[src/rtl/bus_sync_sender_pkg.sv]
// Shared definitions for the bus synchronizer source-side launcher:
// FSM state encoding and synchronizer depth limits.
package bus_sync_sender_pkg;

  typedef logic [1:0] state_t;

  localparam state_t ST_IDLE = 2'b00;
  localparam state_t ST_REQ  = 2'b01;
  localparam state_t ST_REL  = 2'b10;

  localparam int MIN_SYNC_STAGES = 2;

  // Clamp a requested synchronizer depth so a chain never drops below two flops.
  function automatic int sync_depth(input int requested);
    return (requested < MIN_SYNC_STAGES) ? MIN_SYNC_STAGES : requested;
  endfunction

endpackage

[src/rtl/bus_sync_sender_if.sv]
// Upstream valid/ready port plus the request/acknowledge pair toward the
// destination-domain synchronizer, bundled for the sender.
interface bus_sync_sender_if #(
  parameter int BUS_WIDTH = 8
);

  logic [BUS_WIDTH-1:0] in_data;
  logic                 in_valid;
  logic                 in_ready;
  logic [BUS_WIDTH-1:0] un_sync_bus;
  logic                 bus_en;
  logic                 sync_ack;
  logic                 busy;
  logic                 done;

  // The sender itself.
  modport slave (
    input  in_data,
    input  in_valid,
    output in_ready,
    output un_sync_bus,
    output bus_en,
    input  sync_ack,
    output busy,
    output done
  );

  // Upstream producer plus destination-side responder.
  modport master (
    output in_data,
    output in_valid,
    input  in_ready,
    input  un_sync_bus,
    input  bus_en,
    output sync_ack,
    input  busy,
    input  done
  );

endinterface

[src/rtl/bus_sync_sender_bit_sync.sv]
// Single-bit multi-flop synchronizer with asynchronous active-high reset to 0.
module bit_sync
  import bus_sync_sender_pkg::*;
#(
  parameter int NUM_STAGES = 2
) (
  input  logic clk,
  input  logic rst,
  input  logic d_i,
  output logic q_o
);

  localparam int STAGES = sync_depth(NUM_STAGES);

  logic [STAGES-1:0] sync_q;

  always_ff @(posedge clk or posedge rst) begin
    if (rst) begin
      sync_q <= '0;
    end else begin
      sync_q <= {sync_q[STAGES-2:0], d_i};
    end
  end

  assign q_o = sync_q[STAGES-1];

endmodule

[src/rtl/bus_sync_sender.sv]
// Source-domain launcher: captures a word, holds it on the bus and runs a
// 4-phase request/acknowledge handshake against the destination domain.
module bus_sync_sender
  import bus_sync_sender_pkg::*;
#(
  parameter int NUM_STAGES = 2,
  parameter int BUS_WIDTH  = 8
) (
  input  logic                 clk,
  input  logic                 rst,
  bus_sync_sender_if.slave     bus
);

  logic                 ack_sync;
  state_t               state_q,  state_d;
  logic [BUS_WIDTH-1:0] data_q,   data_d;
  logic                 bus_en_q, bus_en_d;
  logic                 done_q,   done_d;
  logic                 in_ready;

  bit_sync #(
    .NUM_STAGES (NUM_STAGES)
  ) u_ack_sync (
    .clk (clk),
    .rst (rst),
    .d_i (bus.sync_ack),
    .q_o (ack_sync)
  );

  // A stale acknowledge left over from an aborted handshake blocks new accepts.
  assign in_ready = (state_q == ST_IDLE) && !ack_sync;

  always_comb begin
    state_d  = state_q;
    data_d   = data_q;
    bus_en_d = bus_en_q;
    done_d   = 1'b0;
    case (state_q)
      ST_IDLE: begin
        if (bus.in_valid && in_ready) begin
          data_d   = bus.in_data;
          bus_en_d = 1'b1;
          state_d  = ST_REQ;
        end
      end
      ST_REQ: begin
        if (ack_sync) begin
          bus_en_d = 1'b0;
          state_d  = ST_REL;
        end
      end
      ST_REL: begin
        if (!ack_sync) begin
          done_d  = 1'b1;
          state_d = ST_IDLE;
        end
      end
      default: begin
        bus_en_d = 1'b0;
        state_d  = ST_IDLE;
      end
    endcase
  end

  always_ff @(posedge clk or posedge rst) begin
    if (rst) begin
      state_q  <= ST_IDLE;
      data_q   <= '0;
      bus_en_q <= 1'b0;
      done_q   <= 1'b0;
    end else begin
      state_q  <= state_d;
      data_q   <= data_d;
      bus_en_q <= bus_en_d;
      done_q   <= done_d;
    end
  end

  assign bus.in_ready    = in_ready;
  assign bus.un_sync_bus = data_q;
  assign bus.bus_en      = bus_en_q;
  assign bus.busy        = (state_q != ST_IDLE);
  assign bus.done        = done_q;

endmodule

[src/flat_wrapper.sv]
// flat-port wrapper written by rule: the top's interface ports become plain ports
module bus_sync_sender_flat import bus_sync_sender_pkg::*;
#(
  parameter int NUM_STAGES = 2,
  parameter int BUS_WIDTH  = 8
)
  (clk, rst, bus_in_data, bus_in_valid, bus_in_ready, bus_un_sync_bus, bus_bus_en, bus_sync_ack, bus_busy, bus_done);
  bus_sync_sender_if #(.BUS_WIDTH(BUS_WIDTH)) bus_i ();
  input  logic clk;
  input  logic rst;
  input wire logic [$bits(bus_i.in_data)-1:0] bus_in_data;
  input wire logic [$bits(bus_i.in_valid)-1:0] bus_in_valid;
  output wire logic [$bits(bus_i.in_ready)-1:0] bus_in_ready;
  output wire logic [$bits(bus_i.un_sync_bus)-1:0] bus_un_sync_bus;
  output wire logic [$bits(bus_i.bus_en)-1:0] bus_bus_en;
  input wire logic [$bits(bus_i.sync_ack)-1:0] bus_sync_ack;
  output wire logic [$bits(bus_i.busy)-1:0] bus_busy;
  output wire logic [$bits(bus_i.done)-1:0] bus_done;
  assign bus_i.in_data = bus_in_data;
  assign bus_i.in_valid = bus_in_valid;
  assign bus_in_ready = bus_i.in_ready;
  assign bus_un_sync_bus = bus_i.un_sync_bus;
  assign bus_bus_en = bus_i.bus_en;
  assign bus_i.sync_ack = bus_sync_ack;
  assign bus_busy = bus_i.busy;
  assign bus_done = bus_i.done;
  bus_sync_sender #(.NUM_STAGES(NUM_STAGES), .BUS_WIDTH(BUS_WIDTH)) u_core (.clk(clk), .rst(rst), .bus(bus_i));
endmodule
[config.mk]
export PLATFORM = sky130hd
export DESIGN_NAME = bus_sync_sender_flat
export DESIGN_NICKNAME = d
export VERILOG_FILES = /design/src/rtl/bus_sync_sender_pkg.sv /design/src/rtl/bus_sync_sender_if.sv /design/src/rtl/bus_sync_sender_bit_sync.sv /design/src/rtl/bus_sync_sender.sv /design/src/flat_wrapper.sv
export SDC_FILE = /design/constraint.sdc
export NUM_CORES = 1
export LEC_CHECK = 0
export BUFFER_PORTS_ARGS = -buffer_cell sky130_fd_sc_hd__buf_2
export CAP_MARGIN = 20
export CORE_MARGIN = 5
export CORE_UTILIZATION = 39
export DETAILED_ROUTE_END_ITERATION = 7
export PLACE_DENSITY_LB_ADDON = 0.15
export REMOVE_ABC_BUFFERS = 1
export SKIP_LAST_GASP = 1
export SYNTH_ARGS = -nofsm -noshare
export SYNTH_HDL_FRONTEND = slang
export SYNTH_HIERARCHICAL = 1
export SYNTH_SLANG_ARGS = --single-unit
[constraint.sdc]
create_clock -name clk -period 1.2 [get_ports clk]
set_input_delay 0.12 -clock clk [delete_from_list [all_inputs] [get_ports clk]]
set_output_delay 0.12 -clock clk [all_outputs]
set_load 0.02 [all_outputs]
---- Yosys cells after proc, flatten, opt, wreduce, memory -nomap -nowiden ----
Index checks and enable logic that the tools add are counted.
word-level totals
  word-level logic and storage cells ...... 28
  input port bits ......................... 12
  register bits after elaboration ......... 14
  output and inout port bits .............. 12
cells by class
  muxes and demuxes ....................... 9
  equal/unequal tests ..................... 5
  bitwise gates (word level) .............. 1
  reduce and logical (&&, ||, !) cells .... 8
operator list
  operator                                             number
  2-to-1 mux 2 bit                                     3
  inequality test 2 bit, second input constant         3
  one-hot mux 2 bit (3 select lines)                   1
  AND reduction 3 bit                                  2
  2-to-1 mux 1 bit                                     4
  one-hot mux 1 bit (3 select lines)                   1
  equality test 2 x 1 -> 1 bit, second input constant  1
  equality test 2 bit, second input constant           1
  logical AND 1 bit                                    2
  logical NOT 2 bit                                    1
  AND reduction 2 bit                                  1
  nonzero test 2 bit                                   1
  logical NOT 1 bit                                    1
  inverter 1 bit                                       1

---- Depth between registers and ports, before layout ----
  word-level depth ........................ 5
  depth in mapped cells ................... 4
  mapped depth without buffers ............ 3

---- Modules after synthesis ----
Netlist, hierarchy kept.
by module, submodules not included
  module           times used  area each (um^2)  cells an instance
  bus_sync_sender  1           513.0             34
  bit_sync         1           53.8              3

---- Least setup slack after synthesis ----
Ideal clock, no wire load.
  path type ............................... flip-flop to flip-flop
  from .................................... register u_core.state_q[1]
  to ...................................... register u_core.data_q[0] (netlist: u_core/bus.un_sync_bus[0])
  slack ................................... -0.368 ns
  data arrival time ....................... 1.443 ns
  setup time .............................. 0.125 ns
  cell stages (with the launch flop) ...... 5
  clock period less this slack ............ 1.568 ns
  path through ............................ dfrtp_1 nor3_2 and2_4 buf_6 mux2_4
on the way
  word-level cells in the longest chain between the ends .. 4
RTL lines
  item                                  RTL line               source
  start: declaration                    bus_sync_sender.sv:15  state_t state_q, state_d;
  start signal: assignment              bus_sync_sender.sv:72  state_q <= state_d;
  logical NOT 2 bit                     bus_sync_sender.sv:31  assign in_ready = (state_q == ST_IDLE) && !ack_sync;
  logical AND 1 bit                     bus_sync_sender.sv:31
  net bus_in_ready                      flat_wrapper.sv:13     output wire logic [$bits(bus_i.in_ready)-1:0] bus_in_ready;
  logical AND 1 bit                     bus_sync_sender.sv:40  if (bus.in_valid && in_ready) begin
  AND reduction 2 bit (no source line)  -
  end signal: assignment                bus_sync_sender.sv:73  data_q <= data_d;
  end: declaration                      bus_sync_sender.sv:16  logic [BUS_WIDTH-1:0] data_q, data_d;
The timed path passes the listed nets, and every way through them passes these cells.
A chain may end at the register's enable or synchronous reset.

---- Worst setup path after layout ----
  from .................................... register u_core.u_ack_sync.sync_q[1]
  to ...................................... register u_core.data_q[1] (netlist: u_core/bus.un_sync_bus[1])
on the way
  word-level cells in the longest chain between the ends .. 4
RTL lines
  item                                  RTL line                        source
  start: declaration                    bus_sync_sender_bit_sync.sv:15  logic [STAGES-1:0] sync_q;
  start signal: assignment              bus_sync_sender_bit_sync.sv:21  sync_q <= {sync_q[STAGES-2:0], d_i};
  logical NOT 1 bit                     bus_sync_sender.sv:31
  logical AND 1 bit                     bus_sync_sender.sv:31
  logical AND 1 bit                     bus_sync_sender.sv:40
  AND reduction 2 bit (no source line)  -
Every way passes these cells.

==> metrics.cfg <==
[worst_setup_path]
path_cells=nor3_2 -> and2_4 -> mux2_4
r2r_slack_ns=-0.1
critPathKind=register to register
r2r_cells=3
reg2reg_to=u_core/bus.un_sync_bus[1]
cp-start-kind=register
cp_slowest_cell=dfrtp_1
worst-path-max-fanout=8
worstPathArrival_ns=1.46
critPathMaxStageDelay_ns=0.39
worstPathRequired_ns=1.36
r2r-start=u_core/u_ack_sync/sync_q[1]
crit_path_end_kind=register

[cells_and_area]
final_common_cell=buf_2
num_antenna_cells=0
fill_cells=114
final_layout_size_suffix_gt1_frac=0.614
nets=84
final_cells=85
area_growth_syn_to_layout_pct=41.1
stdcell_area_sq_um=800
final_cell_mix=21 x buf_2, 14 x dfrtp_1, 8 x mux2_4

[placed_design]
portBuffers=23
dpl_cell_area_sq_um=712
gp_congestion=0.672
preCtsSetupSlack_ns=-0.0869
hpwl_um=834
dp_cells=77

[power_and_ir_drop]
cellPowerDensity_nw_per_um2=1740
ir_drop_v=0.000701
fin_total_pwr_uw=1390
p_leak_uw=0.000425

[timing]
rsz0062_at_grt=true
fin_skew_ns=0.00129
period_share=1.08
maxSlewViolCount=0
hold_viol=0
layout_min_cycle_time_ns=1.30
fin_ws_ns=-0.0987
relSlewSlack=0.692
tightest_slew_ns=0.462
setup-violations-final=10
fmax_ghz=0.770

[die]
die_w_um=48.1
core_area_sq_um=1330
die_area_sq_um=2320
start_util=0.425
ios=24
rows=13
die_y_um=48.1

[logic_synthesis]
ys.warnings.count=6
syn_area_sq_um=567
netlist_instances=37
synthDistinctLibCells=14
synth_seq_cells=14
avgSynthCellArea_sq_um=15.3
seq_area_frac_synth=0.618

[routing]
viasPerCell=4.71
routedWlPerCell_um=13.4
ant_nets=0
wirelength_mm=1.14
first_pass_iters=4
routed-via-count=400
remaining_drc_errors=0
drtIter0Drc=6

[grt]
grt_max_degree=13
grtUsageTotal=0.119
antenna_found_initial=0
first_global_vias=404
gr-total-overflow=0
grt_first_pass_wirelength_mm=1.80

[clock_tree]
cts_buffer_depth=2
cts_made_buffers=3
cts_tree=yes
cts_max_level=1
cts_sinks=14
root_buffer=clkbuf_4
clk_latency_ns=0.27
clk_pin_slew_ns=0.08

[min_path]
whs_endpoint=u_core/bus.un_sync_bus[5]
min_from=bus_in_data[5]
hold_class=primary input to register
whs_path_depth=2

[flow_run]
cap_violations=0

[status]
violations=setup timing
status=complete, but fails checks

-- critical path: cells and delay by family, from the launching register on --
kind	cells	cell delay, ns
mux	1	0.31
flops	1	0.39
simple gates	2	0.48
-- state kept, by name, indices dropped and copies added, names as in the netlist --
register / cells
u_core/state_q: 2
u_core/u_ack_sync/sync_q: 2
u_core/bus.bus_en: 1
u_core/bus.un_sync_bus: 8
u_core/bus.done: 1
-- routing by layer --
metal  share of wire  global-route usage  up-vias
met5               0                   0        -
met1            0.43               0.137      193
met4               0              0.0645        0
li1                -                   -      190
met2            0.44               0.190       17
met3            0.13              0.0443        0
-- where the power goes --
| group | total [uW] | switching [uW] | internal (uW) | leakage (uW) |
|---|---|---|---|---|
| clock | 251 | 135 | 116 | 0.0000138 |
| combinational | 517 | 251 | 266 | 0.000243 |
| sequential | 626 | 53.8 | 573 | 0.000168 |
-- what timing repair did --
item | 4_1_cts | 5_1_grt
hold endpoints to repair | 15 | 0
pin swaps | 2 | 2
resized for setup | 7 | 0
hold buffers | 2 | 0
setup endpoints to repair | 10 | 10
setup buffers | 3 | 0
-- synthesized netlist by cell type --
master	instances	area [sq um]
inv_1	4	15.0
and2_4	1	8.76
dfrtp_1	14	350
xor2_1	1	8.76
a21oi_1	1	5.00
buf_6	1	11.3
mux2_4	8	120
nor3b_1	1	7.51
nor3_1	1	5.00
and2_1	1	6.26
nor2_1	1	3.75
o32ai_1	1	8.76
nor3_2	1	10.0
or2_2	1	6.26
-- metrics by stage --
step / setup TNS, ns / util / hold slack, ns
6_report: -0.886 / 0.599 / 0.0785
5_1_grt: -1.59 / 0.599 / 0.0717
4_1_cts: -1.08 / 0.599 / 0.0647
3_5_place_dp: -0.672 / 0.534 / -0.0202
3_3_place_gp: -0.289 / 0.534 / -0.0177
2_1_floorplan: -2.61 / - / -0.139
-- worst max path at each step --
stage | start | endpoint | slack, ns | cells after the start
after detailed placement | u_core/state_q[1] | u_core/bus.un_sync_bus[1] | -0.09 | 3
final | u_core/u_ack_sync/sync_q[1] | u_core/bus.un_sync_bus[1] | -0.1 | 3
after global routing | u_core/u_ack_sync/sync_q[1] | u_core/bus.un_sync_bus[2] | -0.17 | 3
after floorplan | u_core/state_q[1] | u_core/bus.un_sync_bus[0] | -0.33 | 3
after CTS | u_core/state_q[0] | u_core/bus.un_sync_bus[0] | -0.12 | 3
after global placement | u_core/state_q[1] | u_core/bus.un_sync_bus[6] | -0.04 | 3
-- logic make-up after synthesis --
logic type                Yosys count  synth area share
and+or+nand+nor                     7            0.0839
muxes                               8             0.212
AOI/OAI and AO/OA                   2            0.0243
DFF                                14             0.618
xor gates and xnor gates            1            0.0155
buffers and inverters               5            0.0463
-- layout make-up --
cell class / instances / area, sq um / share of cell area
flip-flops and latches: 14 / 350 / 0.438
repair buffers: 31 / 200 / 0.250
multi-input cells: 18 / 193 / 0.241
clock buffers: 3 / 22.5 / 0.0282
inverters: 4 / 15.0 / 0.0188
well taps: 15 / 18.8 / 0.0235
Power figures use the tool's default switching activity.
